### src/rtl/arb_pkg.sv
`default_nettype none
// +--------------------------------------------------------------------------+
// | Package     : arb_pkg                                                    |
// | Description : Shared types, sizes and helpers for the grant-ownership    |
// |               stage: FSM state enum, requester count, owner-ID width,    |
// |               one-hot test and one-hot to index conversion.              |
// | Revision    : 1.0 - initial release                                      |
// +--------------------------------------------------------------------------+
package arb_pkg;

  localparam int N_REQ = 3;
  localparam int ID_W  = 2;

  typedef enum logic [1:0] {
    IDLE  = 2'd0,
    OWNED = 2'd1,
    DRAIN = 2'd2
  } state_e;

  // True when exactly one bit of v is set.
  function automatic logic is_onehot(input logic [N_REQ-1:0] v);
    logic [1:0] ones;
    ones = '0;
    for (int i = 0; i < N_REQ; i++) begin
      ones = ones + 2'(v[i]);
    end
    return (ones == 2'd1);
  endfunction

  // Binary index of the set bit; callers only pass one-hot values.
  function automatic logic [ID_W-1:0] onehot_to_idx(input logic [N_REQ-1:0] v);
    logic [ID_W-1:0] idx;
    idx = '0;
    for (int i = 0; i < N_REQ; i++) begin
      if (v[i]) idx = ID_W'(i);
    end
    return idx;
  endfunction

endpackage
`default_nettype wire

### src/rtl/hold_counter.sv
`default_nettype none
// +--------------------------------------------------------------------------+
// | Module      : hold_counter                                               |
// | Description : Ownership-duration counter. Counts enabled cycles from 0,  |
// |               saturates at MAX-1 and flags that terminal count.          |
// | Ports       : clk, rst_n   - clock, async active-low reset               |
// |               clear        - synchronous return to 0 (wins over enable)  |
// |               enable       - count this cycle                            |
// |               tc           - count is at MAX-1                           |
// | Revision    : 1.0 - initial release                                      |
// +--------------------------------------------------------------------------+
module hold_counter #(
  parameter int MAX = 16
) (
  input  logic clk,
  input  logic rst_n,
  input  logic clear,
  input  logic enable,
  output logic tc
);

  localparam int              CNT_W = $clog2(MAX + 1);
  localparam logic [CNT_W-1:0] TERM = CNT_W'(MAX - 1);

  logic [CNT_W-1:0] cnt_d;
  logic [CNT_W-1:0] cnt_q;

  // Saturate at the terminal value rather than wrap.
  always_comb begin
    cnt_d = cnt_q;
    if (clear) begin
      cnt_d = '0;
    end else if (enable && (cnt_q != TERM)) begin
      cnt_d = cnt_q + 1'b1;
    end
  end

  always_ff @(posedge clk or negedge rst_n) begin
    if (!rst_n) begin
      cnt_q <= '0;
    end else begin
      cnt_q <= cnt_d;
    end
  end

  assign tc = (cnt_q == TERM);

endmodule
`default_nettype wire

### src/rtl/arb_grant_hold.sv
`default_nettype none
// +--------------------------------------------------------------------------+
// | Module      : arb_grant_hold                                             |
// | Description : Captures the arbiter's one-hot grant and locks the shared  |
// |               resource to that requester until done, request drop or     |
// |               (optionally) a hold limit, then inserts one drain cycle.   |
// |               Multi-hot grants seen while idle raise grant_err.          |
// | Ports       : clk, rst_n   - clock, async active-low reset               |
// |               grant_in[N]  - arbiter grant (one-hot or zero)             |
// |               req[N]       - live request lines                          |
// |               done[N]      - per-requester completion strobe             |
// |               owner[N]     - one-hot current owner, 0 when unowned       |
// |               owner_id     - binary owner index, 0 when unowned          |
// |               owner_valid  - high while owned                            |
// |               timeout      - pulse on forced (hold-limit) release        |
// |               grant_err    - pulse on multi-hot grant while idle         |
// | Config      : GRANT_HOLD_TIMEOUT_EN - enables the MAX_HOLD hold limit    |
// |               and the timeout output; otherwise ownership is unbounded.  |
// | Revision    : 1.0 - initial release                                      |
// +--------------------------------------------------------------------------+
module arb_grant_hold
  import arb_pkg::*;
#(
  parameter int N        = 3,
  parameter int MAX_HOLD = 16
) (
  input  logic            clk,
  input  logic            rst_n,
  input  logic [N-1:0]    grant_in,
  input  logic [N-1:0]    req,
  input  logic [N-1:0]    done,
  output logic [N-1:0]    owner,
  output logic [ID_W-1:0] owner_id,
  output logic            owner_valid,
  output logic            timeout,
  output logic            grant_err
);

  state_e            state_d, state_q;
  logic [N-1:0]      owner_d, owner_q;
  logic [ID_W-1:0]   owner_id_d, owner_id_q;
  logic              owner_valid_d, owner_valid_q;
  logic              timeout_d, timeout_q;
  logic              grant_err_d, grant_err_q;

  logic              rel_done;
  logic              rel_req;
  logic              hold_tc;

  // Only the owner's lines matter; owner_q is zero outside OWNED.
  assign rel_done = |(done & owner_q);
  assign rel_req  = ~|(req & owner_q);

`ifdef GRANT_HOLD_TIMEOUT_EN
  // Counter reads 0 in the first owned cycle, so tc lands on the
  // MAX_HOLD-th owned cycle.
  hold_counter #(
    .MAX (MAX_HOLD)
  ) u_hold_counter (
    .clk    (clk),
    .rst_n  (rst_n),
    .clear  (state_q != OWNED),
    .enable (state_q == OWNED),
    .tc     (hold_tc)
  );
`else
  assign hold_tc = 1'b0;
`endif

  always_comb begin
    state_d       = state_q;
    owner_d       = owner_q;
    owner_id_d    = owner_id_q;
    owner_valid_d = owner_valid_q;
    timeout_d     = 1'b0;
    grant_err_d   = 1'b0;

    unique case (state_q)
      IDLE: begin
        if (is_onehot(grant_in)) begin
          state_d       = OWNED;
          owner_d       = grant_in;
          owner_id_d    = onehot_to_idx(grant_in);
          owner_valid_d = 1'b1;
        end else if (grant_in != '0) begin
          grant_err_d   = 1'b1;
        end
      end
      OWNED: begin
        if (rel_done || rel_req || hold_tc) begin
          state_d       = DRAIN;
          owner_d       = '0;
          owner_id_d    = '0;
          owner_valid_d = 1'b0;
          // A done or request drop in the same cycle makes it a normal release.
          timeout_d     = hold_tc && !rel_done && !rel_req;
        end
      end
      DRAIN: begin
        state_d = IDLE;
      end
      default: begin
        state_d       = IDLE;
        owner_d       = '0;
        owner_id_d    = '0;
        owner_valid_d = 1'b0;
      end
    endcase
  end

  always_ff @(posedge clk or negedge rst_n) begin
    if (!rst_n) begin
      state_q       <= IDLE;
      owner_q       <= '0;
      owner_id_q    <= '0;
      owner_valid_q <= 1'b0;
      timeout_q     <= 1'b0;
      grant_err_q   <= 1'b0;
    end else begin
      state_q       <= state_d;
      owner_q       <= owner_d;
      owner_id_q    <= owner_id_d;
      owner_valid_q <= owner_valid_d;
      timeout_q     <= timeout_d;
      grant_err_q   <= grant_err_d;
    end
  end

  assign owner       = owner_q;
  assign owner_id    = owner_id_q;
  assign owner_valid = owner_valid_q;
  assign timeout     = timeout_q;
  assign grant_err   = grant_err_q;

endmodule
`default_nettype wire

### config.mk
export PLATFORM = sky130hd
export DESIGN_NAME = arb_grant_hold
export DESIGN_NICKNAME = d
export VERILOG_FILES = /design/src/rtl/arb_pkg.sv /design/src/rtl/hold_counter.sv /design/src/rtl/arb_grant_hold.sv
export SDC_FILE = /design/constraint.sdc
export NUM_CORES = 1
export LEC_CHECK = 0
export CAP_MARGIN = 20
export CORE_AREA = 2 2 39 41
export CTS_CLUSTER_DIAMETER = 40
export DETAILED_ROUTE_END_ITERATION = 10
export DIE_AREA = 0 0 41 43
export GPL_ROUTABILITY_DRIVEN = 0
export PLACE_DENSITY = 0.76
export SETUP_SLACK_MARGIN = 0.1
export SYNTH_ARGS = -nofsm -noshare
export SYNTH_HDL_FRONTEND = slang
export SYNTH_SLANG_ARGS = --single-unit
### constraint.sdc
create_clock -name clk -period 2.5 [get_ports clk]
set_input_delay 0.25 -clock clk [delete_from_list [all_inputs] [get_ports clk]]
set_output_delay 0.25 -clock clk [all_outputs]
set_load 0.02 [all_outputs]
# Word level (Yosys, flattened, before mapping)
# Index checks and enable logic that the tools add are counted.
[word_totals]
mem_bits_rw = 0
rom_bits = 0
elab_cells = 40
mem_count = 0
latch_bits = 0
register_bits = 9
output_inout_bits = 8
[op_classes]
mux = 17
reduce_logical = 8
n_addsub = 2
div = 0
shift = 0
n_lt_le_gt_ge = 0
mul = 0
bitwise = 3
eq_ne = 5
[ops]
columns = ["operator", "count"]
rows = [
  ["2-bit two-way mux", 5],
  ["3-bit case mux with 3 select lines", 1],
  ["3-bit AND", 2],
  ["1-bit two-way mux", 6],
  ["3-bit two-way mux", 2],
  ["2-bit case mux with 3 select lines", 1],
  ["3-bit OR reduction", 2],
  ["2-bit by 1-bit equality test with 1-bit output, second input constant", 2],
  ["2-bit != test, second input constant", 2],
  ["2-bit case mux with 2 select lines", 1],
  ["1-bit case mux with 3 select lines", 1],
  ["3-bit AND reduction", 1],
  ["3-bit nonzero test", 1],
  ["1-bit by 1-bit adder with 2-bit output", 1],
  ["2-bit by 1-bit adder with 2-bit output", 1],
  ["2-bit equality test, second input constant", 1],
  ["2-bit zero test", 1],
  ["2-bit AND reduction", 1],
  ["1-bit zero test", 1],
  ["1-bit logical OR", 1],
  ["1-bit inverter", 1],
]

# Depth between registers and ports, before layout
# Gate-level depths: netlist of the first run.
[depth]
ltp_word = 6
mapped_depth = 5

# Worst setup path before layout of the first run
# OpenSTA, ideal clock, no wires.
[synth_path]
kind = "input-to-reg"
from = "input port grant_in[0]"
to = "register owner_valid_q, in the netlist owner_valid"
setup_time_ns = 0.116
setup_slack_ns = 0.903
arrival_time_ns = 1.482
n_path_buf = 0
required_time_ns = 2.384
path_stages = 4
path_cell_list = "inv_1 > fa_1 > or4b_2 > o311ai_0"
[synth_between]
elab_chain_cells = 5
[synth_lines]
columns = ["item", "line_no", "source"]
rows = [
  ["start: declaration", "arb_grant_hold.sv:29", "input logic [N-1:0] grant_in,"],
  ["1-bit by 1-bit adder with 2-bit output", "arb_pkg.sv:25", "ones = ones + 2'(v[i]);"],
  ["2-bit by 1-bit adder with 2-bit output", "arb_pkg.sv:25", ""],
  ["2-bit by 1-bit equality test with 1-bit output", "arb_pkg.sv:27", "return (ones == 2'd1);"],
  ["2-bit != test (no source line)", "--", ""],
  ["3-bit AND reduction (no source line)", "--", ""],
  ["end signal: assignment", "arb_grant_hold.sv:123", "owner_valid_q <= owner_valid_d;"],
  ["end: declaration", "arb_grant_hold.sv:42", "logic owner_valid_d, owner_valid_q;"],
]
# No other way between the ends.
# A chain may end at the register's enable or synchronous reset.

# Worst setup path in the final report of the first run
[layout_path]
from = "input port grant_in[1]"
to = "register owner_valid_q, in the netlist owner_valid"
# Same word-level chain as after synthesis.

==> results of run 1 <==
[per-layer routing]
layer | part of all wire | track usage | vias up
li1 | - | - | 183
met1 | 0.46 | 0.175 | 171
met2 | 0.44 | 0.172 | 14
met3 | 0.081 | 0.0628 | 2
met4 | 0.020 | 0.0800 | 0
met5 | 0 | 0 | -
[cell usage in the layout (no fill, tap or decap)]
cell,instances
o22ai_1,3
nand2b_1,3
dfrtp_1,8
nor3_1,1
mux2i_1,4
o21ai_0,1
o22ai_2,1
nand2_1,4
inv_1,4
fa_1,1
clkbuf_4,3
or4b_2,1
conb_1,1
nor2b_1,2
o311ai_0,1
a222oi_1,2
or3b_4,1
nor3b_2,1
clkdlybuf4s50_1,17
[final timing paths]
check                            start           to  slack [ns]
hold reg to reg             state_q[1]    grant_err        0.56
setup / recovery           grant_in[1]  owner_valid        0.57
max in group asynchronous        rst_n    grant_err        1.96
hold / removal                   rst_n  owner_id[0]        0.27
setup reg to reg              owner[0]     owner[0]        1.01
min in group clk            state_q[1]    grant_err        0.56
[stage by stage]
step                      utilization  area, um^2  cells
after global routing            0.464         642     75
after floorplan                     -         448     42
final                           0.464         642     75
after global placement          0.448         619     72
after detailed placement        0.448         619     72
after CTS                       0.464         642     75
[cell usage after synthesis (2+ instances only)]
master / count / area share
a222oi_1: 2 / 0.045
buf_4: 2 / 0.034
dfrtp_1: 8 / 0.45
inv_1: 4 / 0.034
mux2i_1: 4 / 0.089
nand2_1: 4 / 0.034
nand2b_1: 3 / 0.042
nor2b_1: 2 / 0.028
o22ai_1: 3 / 0.042
[cell type report]
cell class              count  area share
inverters                   4      0.0234
repair buffers             17       0.265
multi-input cells          27       0.333
clock buffers               3      0.0351
flip-flops and latches      8       0.312
well taps                  16      0.0312
[registers in the layout, indices dropped and copies added, names as in the netlist]
register	cells
state_q	2
owner	2
owner_valid	1
grant_err	1
owner_id	2
[where the power goes]
group / internal (mW) / switching [mW]
logic: 0.199 / 0.165
registers: 0.188 / 0.0814
clock network: 0.0549 / 0.0439
[worst max-delay path, cell delays in order]
cell	delay (ns)
clkdlybuf4s50_1	0.50
inv_1	0.07
fa_1	0.49
or4b_2	0.63
o311ai_0	0.12
[cells by family after synthesis]
| logic type | after synthesis |
|---|---|
| multiplexers | 4 |
| other | 1 |
| AND/OR/NAND/NOR | 13 |
| buffers and inverters | 7 |
| adder cells (fa/ha/maj) | 1 |
| flip-flops | 8 |
| AO/OA/AOI/OAI | 8 |
==> impl_metrics.yaml, run 1 <==
cts:
  ctsResizeCount: 0
  clock-sinks: 8
  clock_latency_ns: 0.26
  clk_pin_slew_ns: 0.06
  cts_max_path_buffers: 2
  cts_setup_buffers: 0
  cts_made_buffers: 3
  htreeDepth: 1
  root_buffer: "clkbuf_4"
  cts_tree: "yes"
  hold_buffers: 0
synth:
  yosysSeqAreaShare: 0.447
  synthFlopType: "dfrtp_1"
  synth_top_family_by_area: "simple AND/OR/NAND/NOR gates"
  yosysWarnings: 0
  synthMuxAreaShare: 0.0894
  yosysUniqueCellTypes: 19
  netlist_area_um2: 448
  ys_ff_latch: 8
  synth_xor_area_frac: 0
  synth-edff-count: 0
  async_flop_share: 1.00
  synthCells: 42
  yosys.area_share.simple: 0.190
  synth-compound-area-share: 0.145
  syn-num-nets: 54
  avgSynthCellArea_um2: 10.7
  yosys.area_share.adder: 0.0447
worst_setup_path:
  critPathRequiredTime_ns: 2.64
  worstPathMaxFanout: 3
  startpoint_type: "primary input"
  crit_type: "in2reg"
  end_kind: "flip-flop"
  cp.arrival_ns: 2.06
  rr_worst_depth: 3
finish:
  antenna_cells_inserted: 0
  multiInputGateArea_um2: 214
  fin_nets: 73
  fillCellCount: 137
  area_growth_pct: 43.3
  drive_above_1_share: 0.119
  seq_area_um2: 200
grt:
  grt_antenna_before_repair: 0
  grt_pass1_wl_mm: 1.55
  track_usage: 0.134
  grt_max_degree: 13
  grt_pass1_vias: 350
  gr-total-overflow: 0
routing:
  viasPerCell: 4.93
  ant_nets: 0
  vias: 370
  drt_wl_total_um: 935
  dr.pass1.iters: 4
  wl_per_cell_um: 12.5
  drt-initial-drc-count: 10
  drc: 0
floorplan:
  pin_count: 19
  dieWidth_um: 41
  start_util: 0.324
  fp.dieH_um: 43
  fp-row-count: 14
  core_area_mm2: 0.00138
  fp.dieArea_mm2: 0.00176
sta:
  finalHoldViolCount: 0
  fmax_mhz: 519
  finalHoldWorstSlack_ns: 0.270
  fin_ws_ns: 0.573
  finalSetupTns_ns: 0
  layout_min_cycle_time_ns: 1.93
  slew_violations: 0
  rsz0062_at_grt: "false"
  setup_violations: 0
  skew_ns: 0.00704
  period_share: 0.771
job:
  drv_cap: 0
min_path:
  min_path_type: "in2async"
power_and_ir_drop:
  total_power_uw: 732
  leakage_nw: 0.265
  max-vdd-ir-drop_mv: 0.456
  power_density_mw_per_mm2: 1140
placed_design:
  dp_worst_setup_slack_ns: 0.318
  port_buffers: 17
status:
  outcome: "completed"
Note: power is estimated with default switching activity, not from simulation.
==> inputs of run 2 (changes only) <==
clock period = 1.9 ns   (was 2.5 ns; I/O delays follow)
==> run 2 against run 1 <==
Against the previous run: first-iteration DRC count is 20% higher; critical path depth is 4 lower; die area stayed put; utilization is 3.5 points higher; total power is 36% higher; setup slack worse by 0.19 ns; combinational power is 40% higher; non-clock buffer count is 5 higher; critical path type is now reg2out; critical endpoint is now owner[2]; largest power group unchanged.
==> impl_metrics.yaml, run 2 (synthesized netlist as in run 1, its figures left out) <==
status:
  outcome: "completed"
cts:
  cts_setup_buffers: 0
  cts_made_buffers: 3
  clock-sinks: 8
  clk_pin_slew_ns: 0.05
  root_buffer: "clkbuf_4"
  clock_latency_ns: 0.25
  cts_max_path_buffers: 2
  cts_tree: "yes"
  htreeDepth: 1
  hold_buffers: 0
placed_design:
  place_hpwl_um: 776
  port_buffers: 17
  dp_worst_setup_slack_ns: -0.223
grt:
  grt_max_degree: 13
  gr-total-overflow: 0
  track_usage: 0.148
  grt_pass1_vias: 377
  grt_pass1_wl_mm: 1.68
  grt_antenna_before_repair: 0
sta:
  layout_min_cycle_time_ns: 1.52
  fin_ws_ns: 0.379
  slew_violations: 0
  finalSetupTns_ns: 0
  period_share: 0.801
  rsz0062_at_grt: "false"
  skew_ns: 0.00445
  finalHoldViolCount: 0
  setup_violations: 0
  fmax_mhz: 657
floorplan:
  start_util: 0.324
  dieWidth_um: 41
  fp-row-count: 14
  pin_count: 19
  core_area_mm2: 0.00138
  fp.dieH_um: 43
  fp.dieArea_mm2: 0.00176
worst_setup_path:
  worstPathCellList: "clkdlybuf4s50_1"
  worstPathMaxFanout: 6
  startpoint_type: "flip-flop"
  end_kind: "output pin"
  crit_slowest_cell: "clkdlybuf4s50_1"
  slowest_delay_ns: 0.64
  cp.arrival_ns: 1.33
  crit_cells: 1
  critPathBufInv: 1
  crit_family: "buffers and inverters"
  crit_type: "reg2out"
  rr_worst_depth: 3
  critPathRequiredTime_ns: 1.71
finish:
  mostFrequentLayoutCell: "clkdlybuf4s50_1"
  drive_above_1_share: 0.219
  utilization: 0.499
  antenna_cells_inserted: 0
  layout_common_cells: "14 x clkdlybuf4s50_1, 8 x dfrtp_1, 5 x buf_4"
  area_growth_pct: 54.2
  fin_nets: 78
job:
  drv_cap: 0
min_path:
  min_path_type: "in2async"
power_and_ir_drop:
  total_power_uw: 993
  leakage_nw: 0.317
  max-vdd-ir-drop_mv: 0.620
  power_density_mw_per_mm2: 1440
routing:
  drt_wl_total_mm: 1.01
  wl_per_cell_um: 12.6
  dr.pass1.iters: 4
  ant_nets: 0
  vias: 394
  drt-initial-drc-count: 12
  drc: 0
  viasPerCell: 4.93
[run 2: cell types whose count changed in the layout (fill, tap and decap cells not counted), moves of 2 or more]
cell / previous run / this run
buf_4: 0 / 5
inv_2: 0 / 2
clkdlybuf4s50_1: 17 / 14
dlymetal6s2s_1: 0 / 3
inv_1: 4 / 2
[run 2: through the flow]
step | instance area, um^2 | cells | hold WS, ns
CTS | 683 | 80 | 0.222
detailed placement | 657 | 77 | 0.499
floorplan | 448 | 42 | -0.106
global route | 691 | 80 | 0.233
global placement | 657 | 77 | 0.500
finish | 691 | 80 | 0.216
[run 2: cell type report]
cell class	instances	area, um^2
inverters	4	15.0
repair buffers	22	215
fillers	135	693
well taps	16	20.0
clock buffers	3	22.5
flip-flops and latches	8	200
multi-input cells	27	218
[run 2: final timing paths]
check	start	endpoint	slack, ns
max in group asynchronous	rst_n	owner_id[1]	1.42
worst max register to register	owner[0]	owner_id[1]	0.39
worst min register to register	state_q[1]	grant_err	0.56
min in group clk	grant_in[0]	owner[0]	0.35
worst min-delay path	rst_n	owner_valid	0.22
worst max-delay path	owner_id[1]	owner[2]	0.38
[run 2: power by group]
part / total [mW] / internal (mW) / switching (mW)
clock network: 0.127 / 0.0721 / 0.0553
logic: 0.511 / 0.282 / 0.228
registers: 0.355 / 0.247 / 0.108
total: 0.993 / 0.601 / 0.392
[run 2: layer usage]
layer,share of wire,track usage
met3,0.065,0.0628
met4,0.013,0.100
met1,0.45,0.196
met5,0,0
met2,0.48,0.188
[run 2: repair_timing]
| action | 4_1_cts | 5_1_grt |
|---|---|---|
| pin swaps | 1 | 3 |
| endpoints found under the hold margin | 0 | 0 |
| gates resized for setup | 3 | 5 |
| setup endpoints to repair | 2 | 4 |
==> inputs of run 3 (changes only) <==
clock period = 1.5 ns   (was 1.9 ns; I/O delays follow)
==> run 3 against run 2 <==
Against the previous run: clock power up 45%; routed wire length up 8.3%; first-iteration DRC count is 8.3% higher; register-to-register slack lost 0.32 ns; largest power group unchanged.
==> impl_metrics.yaml, run 3 (synthesized netlist as in run 1, its figures left out) <==
status:
  outcome: "completed"
finish:
  area_growth_pct: 65.4
  mostFrequentLayoutCell: "buf_4"
  fillCellCount: 133
  layout_common_cells: "9 x buf_4, 8 x clkdlybuf4s50_1, 7 x dfrtp_1"
  utilization: 0.535
  fin_nets: 82
  drive_above_1_share: 0.420
  antenna_cells_inserted: 0
sta:
  setup_violations: 0
  fmax_mhz: 699
  skew_ns: 0.00624
  rsz0062_at_grt: "true"
  slew_violations: 0
  period_share: 0.954
  finalHoldViolCount: 0
  layout_min_cycle_time_ns: 1.43
cts:
  cts_made_buffers: 3
  clock_latency_ns: 0.26
  cts_max_path_buffers: 2
  clk_pin_slew_ns: 0.06
  clock-sinks: 8
  root_buffer: "clkbuf_4"
  hold_buffers: 0
  htreeDepth: 1
  cts_tree: "yes"
power_and_ir_drop:
  power_density_mw_per_mm2: 1890
  leakage_nw: 0.351
  total_power_mw: 1.40
  max-vdd-ir-drop_mv: 1.00
floorplan:
  start_util: 0.324
  fp-row-count: 14
  pin_count: 19
  fp.dieH_um: 43
  dieWidth_um: 41
  core_area_mm2: 0.00138
  fp.dieArea_mm2: 0.00176
grt:
  grt_antenna_before_repair: 0
  track_usage: 0.161
  gr-total-overflow: 0
  grtUsageMet3: 0.0314
  grt_use_met1: 0.195
  use_met2: 0.228
  grt_pass1_vias: 437
  grt_max_degree: 12
  grt_pass1_wl_mm: 1.82
  gr-max-usage-layer: "met2"
worst_setup_path:
  end_kind: "flip-flop"
  crit_slowest_cell: "or3b_4"
  rrSetupSlack_ns: 0.07
  startpoint_type: "flip-flop"
  r2r_start: "owner[0]"
  worstPathCellList: "a222oi_1 > or3b_4 > o22ai_1"
  slowest_delay_ns: 0.47
  r2r_end: "owner_id[0]"
  worstPathMaxFanout: 4
  rr_worst_depth: 3
  critPathRequiredTime_ns: 1.68
  crit_type: "reg2reg"
  cp.arrival_ns: 1.61
routing:
  drc: 0
  wl_per_cell_um: 12.8
  vias: 420
  drt_wl_total_mm: 1.09
  drt-initial-drc-count: 13
  viasPerCell: 4.94
  ant_nets: 0
  dr.pass1.iters: 4
job:
  drv_cap: 0
placed_design:
  place_hpwl_um: 772
  port_buffers: 17
min_path:
  min_path_type: "in2async"
-- run 3: power by group --
group          internal (mW)  switching [mW]
Sequential             0.315          0.0880
Combinational          0.423           0.393
Clock                  0.102          0.0818
Total                  0.840           0.563
-- run 3: area by class of cell --
type                            instances  area, um^2  share of cell area
Clock buffer                            4        26.3              0.0355
Tap cell                               16        20.0              0.0270
Timing Repair Buffer                   26         225               0.304
Inverter                                4        15.0              0.0203
Multi-Input combinational cell         27         253               0.341
Sequential cell                         8         201               0.272
-- run 3: worst max-delay path: cells and delay by family (launching register included) --
family           cells  cell delay [ns]
flip-flops           1             0.40
AND/OR/NAND/NOR      1             0.47
AO/OA/AOI/OAI        2             0.48
-- run 3: worst max-delay path by stage --
stage	start	endpoint	cells past startpoint
finish	owner[0]	owner_id[0]	3
global route	owner[0]	state_q[1]	4
CTS	owner[0]	owner_id[1]	3
detailed placement	grant_in[2]	owner_valid	5
global placement	grant_in[2]	owner_valid	5
floorplan	grant_in[2]	owner_valid	4
-- run 3: layer usage --
metal | part of all wire | routed length (um)
met1 | 0.42 | 456
met2 | 0.48 | 524
met3 | 0.058 | 63
met4 | 0.040 | 44
met5 | 0 | 0
-- run 3: timing repair --
item	in CTS	in global routing
endpoints found under the setup margin	11	8
setup buffers	1	0
resized for setup	20	7
pin swaps	5	5
-- run 3: per-stage QoR --
stage	cells	cell area (um^2)	hold WS, ns	TNS [ns]	setup slack (ns)
after floorplan	42	449	-0.146	0	0.0190
after global placement	81	688	0.450	-2.68	-0.521
after detailed placement	81	688	0.468	-2.79	-0.541
after CTS	86	728	0.176	0	0.0615
after global routing	85	741	0.190	-0.00602	-0.00602
final	85	741	0.170	0	0.0691
==> edit 1 (settings of run 3) <==
Build with the macro `GRANT_HOLD_TIMEOUT_EN` defined.
--- a/src/rtl/arb_grant_hold.sv
+++ b/src/rtl/arb_grant_hold.sv
@@ -18,6 +18,8 @@
 // |               and the timeout output; otherwise ownership is unbounded.  |
 // | Revision    : 1.0 - initial release                                      |
 // +--------------------------------------------------------------------------+
+`define GRANT_HOLD_TIMEOUT_EN
+
 module arb_grant_hold
   import arb_pkg::*;
 #(
Formal check against the unedited RTL: same outputs for any inputs over 10 cycles, from zero or initial values and one cycle with rst_n low; that may be too few to reach the edited logic, so the function may still have changed.
==> edit 1 against run 3 <==
- non-clock buffer count increased by 10
- synthesized area grew 61%
- clock skew is 1.2 ps lower
- critical path type unchanged
- total power increased by 23%
- routed wire length rose by 78%
- sequential cell count is 6 higher
- the flow now finishes with violations (negative setup slack)
- worst setup slack lost 150 ps
- design area grew 55%
- synthesized cell count is 67% higher
==> edit 1: results (changes against run 3) <==
WHS=170.1 ps (+0.04000 ps); max incr delay on CP=390 ps (-80 ps); violated checks=negative setup slack; Top Family by Delay on Critical Path=simple AND/OR/NAND/NOR gates; Clock Latency Late Sink=280 ps (+20 ps); area added between synthesis and finish=58.30%; vias per cell=5.402 (+9.3%); Mapped Cells=70 (+67%); clk slew on worst S/H paths=90 ps (+30 ps); Post-Place Cell Area=1005 sq um (+46%); Worst Tran Pin Value=419.1 ps; Worst Setup EP=u_hold_counter.cnt_q[3]$_DFFE_PN0P_; Syn Nets=84 (+56%); I/O Buffers=18 (+1); NumNets Final=121 (+48%); first-pass GRT wire length=2.863 mm (+57%); vias in the first global route=665 (+52%); Synth area leaders=dfrtp_1 48%, and2b_1 4.2%, nor2_1 3.6%, ha_1 3.5%, a22oi_1 3.1%; 1st-iter DRT viols=11 (-2); fillers=83 (-38%); DRT Pass-1 Iters=4 (unchanged); max reg flops=5; RR Startpoint=u_hold_counter.cnt_q[1]$_DFFE_PN0P_; DP HPWL=1.150 mm (+49%); setup TNS=-77.35 ps (-77.35 ps); antenna cells=0 (unchanged); ys async rst share=1.000 (unchanged); Cell variety after synth=31 (+12); Ys Warns=0 (unchanged); CTS Root Cell=clkbuf_4; Setup Slack @ Placement=-547.4 ps (-6.448 ps); largest net degree at the start of global routing=15 (+3); CP Depth=6 (+3); Reg2Reg Depth=6 (+3); outcome=complete, but fails checks; share of layout cells above drive strength 1=0.3774 (-0.04293); Post-synth top cells=14 x dfrtp_1, 7 x nor2_1, 6 x inv_1, 4 x and2b_1; critical path's slowest cell=dfrtp_1; Seq/Total Area, Yosys=0.4844 (+0.03750); fin worst setup slack=-77.35 ps (-146.4 ps); routed wire length=1.943 mm (+78%); placed instance count=112 (+38%); worst vdd ir=1093 uV (+8.8%); Worst Clk Skew=5.022 ps (-1.222 ps); leakage=0.5478 nW (+56%); Critical Path Fanout Max=7 (+3); Total GRT Usage=0.2500 (+0.08907); crit path DAT=1750 ps (+140 ps); final setup violation count=1 (+1); DR vias=659 (+57%); Sw Pwr=0.6567 mW (+17%)
edit 1: cell types whose count changed in the layout (fill, tap and decap cells not counted), sizes merged, moves of 3 or more:
cell | run 3 | this run
dfrtp | 8 | 14
and2b | 0 | 4
buf | 10 | 18
o22ai | 4 | 1
nor2 | 0 | 7
a22oi | 0 | 3
edit 1: area by class of cell:
cell class | count | area share
Clock buffer | 4 | 0.03169
Multi-Input combinational cell | 46 | 0.3475
Tap cell | 16 | 0.01749
Inverter | 6 | 0.02186
Sequential cell | 14 | 0.3071
Timing Repair Buffer | 36 | 0.2743
edit 1: how the worst min path moves through the flow:
stage / start / endpoint / cells past startpoint
5_1_grt: rst_n / grant_err$_DFF_PN0_ / 2
2_1_floorplan: rst_n / grant_err$_DFF_PN0_ / 0
4_1_cts: rst_n / grant_err$_DFF_PN0_ / 2
3_3_place_gp: rst_n / grant_err$_DFF_PN0_ / 2
6_report: rst_n / grant_err$_DFF_PN0_ / 2
3_5_place_dp: rst_n / grant_err$_DFF_PN0_ / 2
edit 1: layer usage:
layer / up-vias / share of wire / track usage
met3: 4 / 0.029 / 0.06283
met4: 0 / 0.018 / 0.1000
li1: 316 / - / -
met2: 15 / 0.51 / 0.3969
met5: - / 0 / 0
met1: 324 / 0.44 / 0.3093
edit 1: cells by family (layout without fill, tap and decap cells):
kind of cell	count (synthesis)	after routing	share of synthesized area
xor+xnor	3	3	0.03634
compound gates	13	13	0.1263
simple gates	25	25	0.2042
mux	2	2	0.02768
fa+ha+maj	3	3	0.06228
buf+inv	10	46	0.05882
flops	14	14	0.4844
edit 1: power by group through the flow:
| stage | Clock [mW] | Combinational (mW) | Sequential (mW) |
|---|---|---|---|
| 3_5_place_dp | 0 | 0.752 | 0.591 |
| 4_1_cts | 0.278 | 0.804 | 0.579 |
| 5_1_grt | 0.297 | 0.941 | 0.597 |
| 3_3_place_gp | 0 | 0.743 | 0.588 |
| 2_1_floorplan | 0 | 0.321 | 0.681 |
| 6_report | 0.273 | 0.877 | 0.581 |
edit 1: worst register-to-register path, stage by stage (launching register included):
cell and delay (ps):
dfrtp_1 390, ha_2 190, and3_4 180, ha_4 190
nand4b_1 230, xor2_1 230, nor2_1 60
edit 1: what timing repair did:
item,in CTS,in global routing
gates resized for setup,22,7
setup endpoints to repair,15,12
gates cloned,0,0
setup buffers,3,3
pin swaps,10,5
==> edit 2 (flow settings as in run 3) <==
Made on the original files. Encoding of `state_e`: now one-hot (3 bits for 3 states).
--- a/src/rtl/arb_pkg.sv
+++ b/src/rtl/arb_pkg.sv
@@ -11,10 +11,10 @@
   localparam int N_REQ = 3;
   localparam int ID_W  = 2;
 
-  typedef enum logic [1:0] {
-    IDLE  = 2'd0,
-    OWNED = 2'd1,
-    DRAIN = 2'd2
+  typedef enum logic [2:0] {
+    IDLE  = 3'b001,
+    OWNED = 3'b010,
+    DRAIN = 3'b100
   } state_e;
 
   // True when exactly one bit of v is set.
Function: same outputs for any inputs over 10 cycles, from zero or initial values and one cycle with rst_n low; not proved beyond that.
==> edit 2 against run 3 <==
- design area decreased by 6.1%
- sequential cell count increased by 1
- clock skew decreased by 2.1 ps
- critical path depth increased by 1
- first-iteration DRC count unchanged
- synthesized cell count decreased by 12%
- routed wire length decreased by 10%
- die area unchanged
- non-clock buffer count decreased by 4
- synthesized area decreased by 5.9%
- worst setup slack improved by 23 ps
- critical path type unchanged
Power is not compared: it rests on default switching activity, and its combinational part moved more than twofold at a synthesized area within 25%.
==> edit 2: results (changes against run 3) <==
outcome=completed; CLK BUF=4 (unchanged); Non-clk invs=3 (-1); Pins Over Slew Limit=0 (unchanged); area of the multi-input gates=210.2 sq um (-17%); ClkCell Share=0.03777 (+0.002297); FF+latch count, synth=9 (+1); max reg flops=3; Syn Nets=49 (-9.3%); Worst Clk Skew=4.099 ps (-2.145 ps); met1 Track Usage GR=0.1639 (-0.03084); vias per cell=4.740 (-4.1%); CTS buffer count=3 (unchanged); Seq. cell area=226.5 sq um (+12%); antenna violations before repair=0 (unchanged); fillers=137 (+3.0%); Cell variety after synth=17 (-2); Post-Place Cell Area=626.9 sq um (-8.9%); critical path's slowest cell=dfrtp_1; routed wire length=975 um (-10%); Critical Path Fanout Max=5 (+1); Ys Warns=0 (unchanged); Seq/Total Area, Yosys=0.5371 (+0.09016); largest net degree at the start of global routing=10 (-2); max incr delay on CP=410 ps (-60 ps); placed instance count=72 (-11%); ys async rst share=1.000 (unchanged); most frequent cell after synthesis=dfrtp_1; met3 Use GR=0.07853 (+0.04712); NumNets Final=74 (-9.8%); Reg2Reg Depth=4 (+1); Clock Latency Late Sink=260 ps (about the same); vias in the first global route=326 (-25%); Total GRT Usage=0.1433 (-0.01764); crit path DAT=1610 ps (about the same); Setup Slack @ Placement=-476.4 ps (+64.57 ps); #MultiIn Comb=23 (-15%); Non-clock buffers=22 (-15%); Synth area leaders=dfrtp_1 47%, dfstp_2 6.2%, a22o_1 6.2%, a222oi_1 4.7%, fa_1 4.7%; Mapped Cells=37 (-12%); first-pass GRT wire length=1.545 mm (-15%); area added between synthesis and finish=64.99%; DRT Pass-1 Iters=5 (+1); DR vias=365 (-13%); grt met2 use=0.1938 (-0.03437); buffering overhead=0.2896 (-0.01449); share of layout cells above drive strength 1=0.2623 (-0.1580)
-- edit 2: cell types whose count changed after synthesis, sizes merged, moves of 2 or more --
cell   delta
a22o      +3
nand2     -3
o22ai     -2
nor2      +3
a21oi     +2
mux2i     -4
-- edit 2: power by group through the flow --
stage / clock, mW / combinational [mW] / sequential, mW
after floorplan: 0 / 0.149 / 0.393
after global placement: 0 / 0.357 / 0.348
after detailed placement: 0 / 0.365 / 0.348
after CTS: 0.192 / 0.388 / 0.344
after global routing: 0.207 / 0.435 / 0.352
final: 0.187 / 0.404 / 0.346
-- edit 2: what timing repair did --
| item | 4_1_cts | 5_1_grt |
|---|---|---|
| pin swaps | 2 | 5 |
| gates resized for setup | 16 | 2 |
| setup endpoints to repair | 10 | 8 |
| setup buffers | 0 | 1 |
-- edit 2: final timing paths --
kind | slack, ps | endpoint | from
max reg2reg | 90 | owner[1]$_DFFE_PN0P_ | owner[0]$_DFFE_PN0P_
min reg2reg | 480 | owner_valid$_DFFE_PN0P_ | owner_valid$_DFFE_PN0P_
min | 170 | state_q[2]$_DFFE_PN0P_ | rst_n
min in group clk | 280 | owner_id[1]$_DFFE_PN0P_ | grant_in[2]
max | 90 | owner[1]$_DFFE_PN0P_ | owner[0]$_DFFE_PN0P_
max in group asynchronous | 1010 | state_q[0]$_DFFE_PN1P_ | rst_n
-- edit 2: metal layers --
metal	up-vias	part of all wire	wire, um
met2	13	0.51	499
met3	6	0.068	66
li1	178	-	-
met5	-	0	0
met1	168	0.39	384
met4	0	0.026	25
-- edit 2: cells by family (layout without fill, tap and decap cells) --
logic type,after synthesis,in the layout,share of synthesized area
compound gates,11,11,0.2196
flops,9,9,0.5371
buf+inv,5,29,0.06230
fa+ha+maj,1,1,0.04748
simple gates,10,10,0.1246
other cells,1,1,0.008894
